<file path="config.mk">
export PLATFORM = sky130hd
export DESIGN_NAME = alu_seq
export DESIGN_NICKNAME = d
export VERILOG_FILES = /design/src/rtl/alu_pkg.sv /design/src/rtl/alu_mul_iter.sv /design/src/rtl/alu_seq.sv
export SDC_FILE = /design/constraint.sdc
export NUM_CORES = 1
export LEC_CHECK = 0
export ABC_AREA = 0
export BUFFER_PORTS_ARGS = -buffer_cell sky130_fd_sc_hd__buf_2
export CAP_MARGIN = 20
export CORE_MARGIN = 2
export CORE_UTILIZATION = 35
export DETAILED_ROUTE_END_ITERATION = 8
export MAX_ROUTING_LAYER = met4
export PLACE_DENSITY = 0.6
export SYNTH_ARGS = -nofsm -noshare
export SYNTH_HDL_FRONTEND = slang
export SYNTH_SLANG_ARGS = --single-unit
</file>
<file path="constraint.sdc">
create_clock -name clk -period 3 [get_ports clk]
set_clock_uncertainty 0.1 [all_clocks]
set_input_delay 0.6 -clock clk [delete_from_list [all_inputs] [get_ports clk]]
set_output_delay 0.6 -clock clk [all_outputs]
set_load 0.02 [all_outputs]
</file>
<file path="src/rtl/alu_pkg.sv">
// alu_pkg: shared opcode encodings, FSM state type and flag payload for alu_seq.
package alu_pkg;

  localparam int unsigned SEL_W = 4;

  localparam logic [SEL_W-1:0] OP_AND = 4'b0000;
  localparam logic [SEL_W-1:0] OP_OR  = 4'b0001;
  localparam logic [SEL_W-1:0] OP_ADD = 4'b0010;
  localparam logic [SEL_W-1:0] OP_SLL = 4'b0011;
  localparam logic [SEL_W-1:0] OP_SRL = 4'b0100;
  localparam logic [SEL_W-1:0] OP_SRA = 4'b0101;
  localparam logic [SEL_W-1:0] OP_SUB = 4'b0110;
  localparam logic [SEL_W-1:0] OP_SLT = 4'b0111;
  localparam logic [SEL_W-1:0] OP_MUL = 4'b1000;
  localparam logic [SEL_W-1:0] OP_NOR = 4'b1100;

  typedef enum logic {
    IDLE = 1'b0,
    MUL  = 1'b1
  } state_t;

  typedef struct packed {
    logic zero;
    logic carry;
    logic overflow;
    logic negative;
    logic err;
  } alu_flags_t;

endpackage

</file>
<file path="src/rtl/alu_mul_iter.sv">
// alu_mul_iter: iterative unsigned shift-add multiplier, one partial product per cycle.
// Ports: start loads a/b and arms a WIDTH-step counter; busy is high until the
// cycle after the last step; done_c marks that final cycle; product is the low
// WIDTH bits, hi_nz_c flags any nonzero high product bit.
module alu_mul_iter #(
  parameter int unsigned WIDTH = 8
) (
  input  logic             clk,
  input  logic             rst_n,
  input  logic             start,
  input  logic [WIDTH-1:0] a,
  input  logic [WIDTH-1:0] b,
  output logic             busy,
  output logic             done_c,
  output logic [WIDTH-1:0] product,
  output logic             hi_nz_c
);

  localparam int unsigned PW = 2 * WIDTH;
  localparam int unsigned CW = $clog2(WIDTH + 1);

  logic [PW-1:0]    acc_q;
  logic [PW-1:0]    mcand_q;
  logic [WIDTH-1:0] mplier_q;
  logic [CW-1:0]    cnt_q;

  // Shift-add datapath; counter reaching zero ends the step phase.
  always_ff @(posedge clk or negedge rst_n) begin
    if (!rst_n) begin
      acc_q    <= '0;
      mcand_q  <= '0;
      mplier_q <= '0;
      cnt_q    <= '0;
      busy     <= 1'b0;
    end else if (start) begin
      acc_q    <= '0;
      mcand_q  <= PW'(a);
      mplier_q <= b;
      cnt_q    <= CW'(WIDTH);
      busy     <= 1'b1;
    end else if (busy) begin
      if (cnt_q != '0) begin
        if (mplier_q[0]) begin
          acc_q <= acc_q + mcand_q;
        end
        mcand_q  <= mcand_q << 1;
        mplier_q <= mplier_q >> 1;
        cnt_q    <= cnt_q - CW'(1);
      end else begin
        busy <= 1'b0;
      end
    end
  end

  assign done_c  = busy && (cnt_q == '0);
  assign product = acc_q[WIDTH-1:0];
  assign hi_nz_c = |acc_q[PW-1:WIDTH];

endmodule

</file>
<file path="src/rtl/alu_seq.sv">
// alu_seq: handshaked WIDTH-generic ALU with flags and an iterative multiply.
// Ports: in_valid/in_ready accept a, b, sel; out_valid/out_ready drain the
// registered result out with zero/carry/overflow/negative/err flags.
// in_ready is combinational from state and the output handshake only.
module alu_seq
  import alu_pkg::*;
#(
  parameter int unsigned WIDTH = 8
) (
  input  logic             clk,
  input  logic             rst_n,
  input  logic             in_valid,
  output logic             in_ready,
  input  logic [WIDTH-1:0] a,
  input  logic [WIDTH-1:0] b,
  input  logic [3:0]       sel,
  output logic             out_valid,
  input  logic             out_ready,
  output logic [WIDTH-1:0] out,
  output logic             zero,
  output logic             carry,
  output logic             overflow,
  output logic             negative,
  output logic             err
);

  localparam int unsigned SHW = $clog2(WIDTH);
  localparam int unsigned W1  = WIDTH + 1;

  state_t           state_q, state_d;
  logic             valid_q, valid_d;
  logic [WIDTH-1:0] out_q, out_d;
  alu_flags_t       flags_q, flags_d;

  logic             accept;
  logic             mul_start;
  logic             mul_busy;
  logic             mul_done_c;
  logic [WIDTH-1:0] mul_product;
  logic             mul_hi_nz_c;

  logic [SHW-1:0]   shamt;
  logic [WIDTH:0]   sum;
  logic [WIDTH:0]   diff;
  logic [WIDTH-1:0] alu_res;
  logic             alu_carry;
  logic             alu_ovf;
  logic             alu_err;

  logic             load;
  logic [WIDTH-1:0] ld_res;
  logic             ld_carry;
  logic             ld_ovf;
  logic             ld_err;

  assign in_ready = (state_q == IDLE) && (!valid_q || out_ready);
  assign accept   = in_valid && in_ready;

  alu_mul_iter #(.WIDTH(WIDTH)) u_mul (
    .clk     (clk),
    .rst_n   (rst_n),
    .start   (mul_start),
    .a       (a),
    .b       (b),
    .busy    (mul_busy),
    .done_c  (mul_done_c),
    .product (mul_product),
    .hi_nz_c (mul_hi_nz_c)
  );

  // Single-cycle op decode; SUB carry is the carry-out of a + ~b + 1.
  always_comb begin
    shamt     = b[SHW-1:0];
    sum       = {1'b0, a} + {1'b0, b};
    diff      = {1'b0, a} + {1'b0, ~b} + W1'(1);
    alu_res   = '0;
    alu_carry = 1'b0;
    alu_ovf   = 1'b0;
    alu_err   = 1'b0;
    case (sel)
      OP_AND: alu_res = a & b;
      OP_OR:  alu_res = a | b;
      OP_NOR: alu_res = ~(a | b);
      OP_ADD: begin
        alu_res   = sum[WIDTH-1:0];
        alu_carry = sum[WIDTH];
        alu_ovf   = (a[WIDTH-1] == b[WIDTH-1]) && (sum[WIDTH-1] != a[WIDTH-1]);
      end
      OP_SUB: begin
        alu_res   = diff[WIDTH-1:0];
        alu_carry = diff[WIDTH];
        alu_ovf   = (a[WIDTH-1] != b[WIDTH-1]) && (diff[WIDTH-1] != a[WIDTH-1]);
      end
      OP_SLT: alu_res = WIDTH'($signed(a) < $signed(b));
      OP_SLL: alu_res = a << shamt;
      OP_SRL: alu_res = a >> shamt;
      OP_SRA: alu_res = WIDTH'($signed(a) >>> shamt);
      OP_MUL: alu_res = '0;
      default: alu_err = 1'b1;
    endcase
  end

  // Next-state and output-register load selection.
  always_comb begin
    state_d   = state_q;
    valid_d   = valid_q;
    out_d     = out_q;
    flags_d   = flags_q;
    mul_start = 1'b0;
    load      = 1'b0;
    ld_res    = '0;
    ld_carry  = 1'b0;
    ld_ovf    = 1'b0;
    ld_err    = 1'b0;

    if (valid_q && out_ready) begin
      valid_d = 1'b0;
    end

    case (state_q)
      IDLE: begin
        if (accept) begin
          if (sel == OP_MUL) begin
            mul_start = 1'b1;
            state_d   = MUL;
          end else begin
            load     = 1'b1;
            ld_res   = alu_res;
            ld_carry = alu_carry;
            ld_ovf   = alu_ovf;
            ld_err   = alu_err;
          end
        end
      end
      MUL: begin
        if (mul_done_c) begin
          load     = 1'b1;
          ld_res   = mul_product;
          ld_carry = mul_hi_nz_c;
          state_d  = IDLE;
        end else if (!mul_busy) begin
          state_d = IDLE;
        end
      end
      default: state_d = IDLE;
    endcase

    // A new result wins over a same-edge drain.
    if (load) begin
      valid_d          = 1'b1;
      out_d            = ld_res;
      flags_d.zero     = (ld_res == '0);
      flags_d.carry    = ld_carry;
      flags_d.overflow = ld_ovf;
      flags_d.negative = ld_res[WIDTH-1];
      flags_d.err      = ld_err;
    end
  end

  // State and output register.
  always_ff @(posedge clk or negedge rst_n) begin
    if (!rst_n) begin
      state_q <= IDLE;
      valid_q <= 1'b0;
      out_q   <= '0;
      flags_q <= '0;
    end else begin
      state_q <= state_d;
      valid_q <= valid_d;
      out_q   <= out_d;
      flags_q <= flags_d;
    end
  end

  assign out_valid = valid_q;
  assign out       = out_q;
  assign zero      = flags_q.zero;
  assign carry     = flags_q.carry;
  assign overflow  = flags_q.overflow;
  assign negative  = flags_q.negative;
  assign err       = flags_q.err;

endmodule

</file>
==> flow_summary_export.csv <==
group,metric,value,unit
status,status,"finished, final reports clean",
clock_network,cts.path.max_buffers,2,
clock_network,cts-root-buf,"clkbuf_16",
timing,fmax,348,MHz
worst_setup_path,crit_required,3.16,ns
floorplan,die_x,125,um
power,p_seq_share,31.1,%
power,leakage,2.95,nW
worst_setup_path,worst_setup_path_start_kind,"input port",
worst_setup_path,cpMaxStageDelayCell,"fa_1",
drt,ant_nets,0,
place,port_buffers,38,
layout,syn_to_final_growth,24.3,%
synthesis,syn_nets,705,
timing,final-max-slew-violation-count,0,
clock_network,clkSlewWorstSetupHoldPaths,0.05,ns
power,p_int,2.61,mW
worst_setup_path,path_class,"input port to flip-flop",
layout,fillers,1410,
power,p_clk_share,23.1,%
synthesis,syn_area,5110,um^2
synthesis,synthArstFlopShare,100,%
layout,drive_above_1_share,22.7,%
worst_setup_path,worst-path-max-fanout,4,
synthesis,ys_ff_latch,59,
grt,grt_antenna_before_repair,0,
drt,vias,5177,
floorplan,core_region_area,14400,um^2
floorplan,initial_utilization,35.4,%
drt,routed_wl,15800,um
drt,wl_per_cell,17.1,um
worst_setup_path,timing.critical_path.cells,"buf_2 > ha_1 > fa_1 > a211oi_2 > nor2_2 > a221o_1 > a32oi_2 > o21ai_2 > a2111oi_2 > and4_1 > a32o_1",
layout,final_cell_mix,"nand2_1 (101), buf_4 (84), a21oi_1 (59), dfrtp_1 (59), nor2_1 (51)",
worst_setup_path,path_delay_family,"compound AO/OA/AOI/OAI gates",
floorplan,fp.dieH,125,um
timing,setup_viol,0,
floorplan,io_pins,39,
place,hpwl,12400,um
worst_setup_path,crit_arrival,3.03,ns
timing,period_share,95.9,%
grt,grt_usage,21.0,%
synthesis,synth_cells,636,
clock_network,clock-sinks,59,
clock_network,cts-hold-fix-buffers,0,
layout,nets,800,
worst_hold_path,hold_path.class,"input port to async pin",
worst_setup_path,crit_path_end_kind,"flip-flop",
drt,drt-initial-drc-count,446,
drt,post_drt_via_cell_ratio,5.63,
clock_network,cts_tree,"built",
synthesis,synth-main-ff-cell,"dfrtp_1",
power,pwr-share-comb,45.7,%
grt,grt_overflow,0,
drt,drtPass1Iterations,7,
power,power-per-cell-area,691,nW/um^2
clock_network,insertion_delay,0.32,ns
clock_network,post_cts_buffers,0,
synthesis,ys_types,78,
worst_setup_path,critPathMaxStageDelay,0.43,ns
layout,layout_commonest_cell,"nand2_1",
power,design_power_total,4.39,mW
power,p_sw_share,40.4,%
timing,hold_viol,0,
power,peakVddDrop,0.000351,V
job,maxCapViolCount,0,
clock_network,cts_made_buffers,9,
synthesis,syn_avg_cell_area,8.04,um^2
timing,relSlewSlack,66.6,%
timing,rsz0062_at_grt,"yes",
worst_setup_path,path_buf_inv,1,
synthesis,seq_area_frac_synth,28.9,%
place,gp_congestion,0.957,
synthesis,synth-edff-count,0,
layout,antenna_cells,0,
grt,grt_max_degree,60,
power,power_switching,1.78,mW
timing,timing_worst_slew_pin_value,0.501,ns
clock_network,cts_max_level,3,
drt,drc,0,
synthesis,yosysWarnings,0,
grt,grt_pass1_wl,26200,um
floorplan,dieArea,15600,um^2
grt,grt_pass1_vias,4941,
timing,whs,0.165,ns
timing,min_period,2.88,ns
floorplan,rows,44,
[worst reg2reg max path, cell delays in order (launching register included)]
cell and delay (ns):
dfrtp_1 0.42, ha_1 0.33, a211oi_1 0.29, o21ai_1 0.16, a41oi_2 0.23, a21o_1 0.20
o211a_1 0.19, a21boi_0 0.12, or4_1 0.48, a21oi_1 0.15
[registers in the layout, summed over array words and instances, names as in the netlist]
signal,cells
zero,1
err,1
u_mul.mcand_q,16
u_mul.mplier_q,8
u_mul.acc_q,16
out,8
out_valid,1
u_mul.busy,1
u_mul.cnt_q,4
state_q,1
carry,1
overflow,1
[through the flow]
step / std cells / setup slack, ns / instance area, um^2 / utilization [%] / setup TNS [ns]
finish: 920 / 0.124 / 6350 / 44.0 / 0
global route: 920 / -0.0265 / 6350 / 44.0 / -0.0265
CTS: 920 / 0.0632 / 6310 / 43.7 / 0
detailed placement: 904 / -0.256 / 6010 / 41.7 / -0.414
global placement: 904 / -0.244 / 6010 / 41.7 / -0.265
floorplan: 636 / 0.0502 / 5110 / - / 0
[what timing repair did]
action                                  4_1_cts  5_1_grt
hold endpoints to repair                      0        0
gates resized for setup                       0       10
endpoints found under the setup margin        0        3
[per-layer routing]
layer / up-vias / part of all wire [%] / global-route usage (%)
met5: - / 0 / -
met4: 0 / 1.1 / 3.99
met3: 17 / 6.2 / 3.01
met2: 161 / 45 / 32.2
met1: 2509 / 47 / 29.9
li1: 2490 / - / -
[synth_stat cells (all sizes together) (6+ instances only)]
master  instances  area [um^2]
a22oi           6         45.0
mux2i          12          120
ha             42          526
dfrtp          59         1480
a21oi          59          295
nand2         101          379
o21ai          28          140
nor2b          12         75.1
buf            19         98.8
a21o            8         60.1
a211oi          9         67.6
and3            7         45.1
a31oi          19          119
nor3           16         80.1
xnor2          12          105
nor2           53          201
clkbuf         20         75.1
inv            28          105
nand3          13         70.1
[logic make-up (layout without fill, tap and decap cells)]
group                    count (synthesis)  after routing  share of synthesized area [%]
AND/OR/NAND/NOR                        248            248                           23.7
flip-flops                              59             59                           28.9
XOR/XNOR                                14             14                           2.40
buffers and inverters                   67            167                           5.46
adder cells (fa/ha/maj)                 45             45                           11.5
AO/OA/AOI/OAI                          184            184                           23.6
multiplexers                            19             19                           4.55
[cell type report]
| class | instances | area, um^2 | share of cell area [%] |
|---|---|---|---|
| clock buffer | 11 | 243 | 3.82 |
| inverter | 28 | 105 | 1.65 |
| timing repair buffer | 123 | 841 | 13.2 |
| multi-input combinational | 510 | 3400 | 53.6 |
| clock inverter | 5 | 52.6 | 0.827 |
| sequential | 59 | 1480 | 23.2 |
| tap | 184 | 230 | 3.62 |
[power groups by stage]
stage / clock (mW) / combinational, mW / sequential (mW)
after floorplan: 0 / 1.41 / 1.31
after global placement: 0 / 1.90 / 1.36
after detailed placement: 0 / 1.97 / 1.37
after CTS: 1.04 / 1.98 / 1.36
after global routing: 1.08 / 2.25 / 1.40
final: 1.02 / 2.01 / 1.37
[worst paths after layout]
check                                     from                end  slack [ns]  cells after the start
min in group clk                        out[5]             out[5]        0.37                      2
worst max register to register  u_mul.acc_q[1]    u_mul.acc_q[15]        0.26                      9
worst min register to register          out[5]             out[5]        0.37                      2
worst min-delay path                     rst_n    u_mul.acc_q[13]        0.16                      2
worst max-delay path                      a[0]               zero        0.12                     11
max in group asynchronous                rst_n  u_mul.mplier_q[5]        2.36                      2
Power figures use the tool's default switching activity.
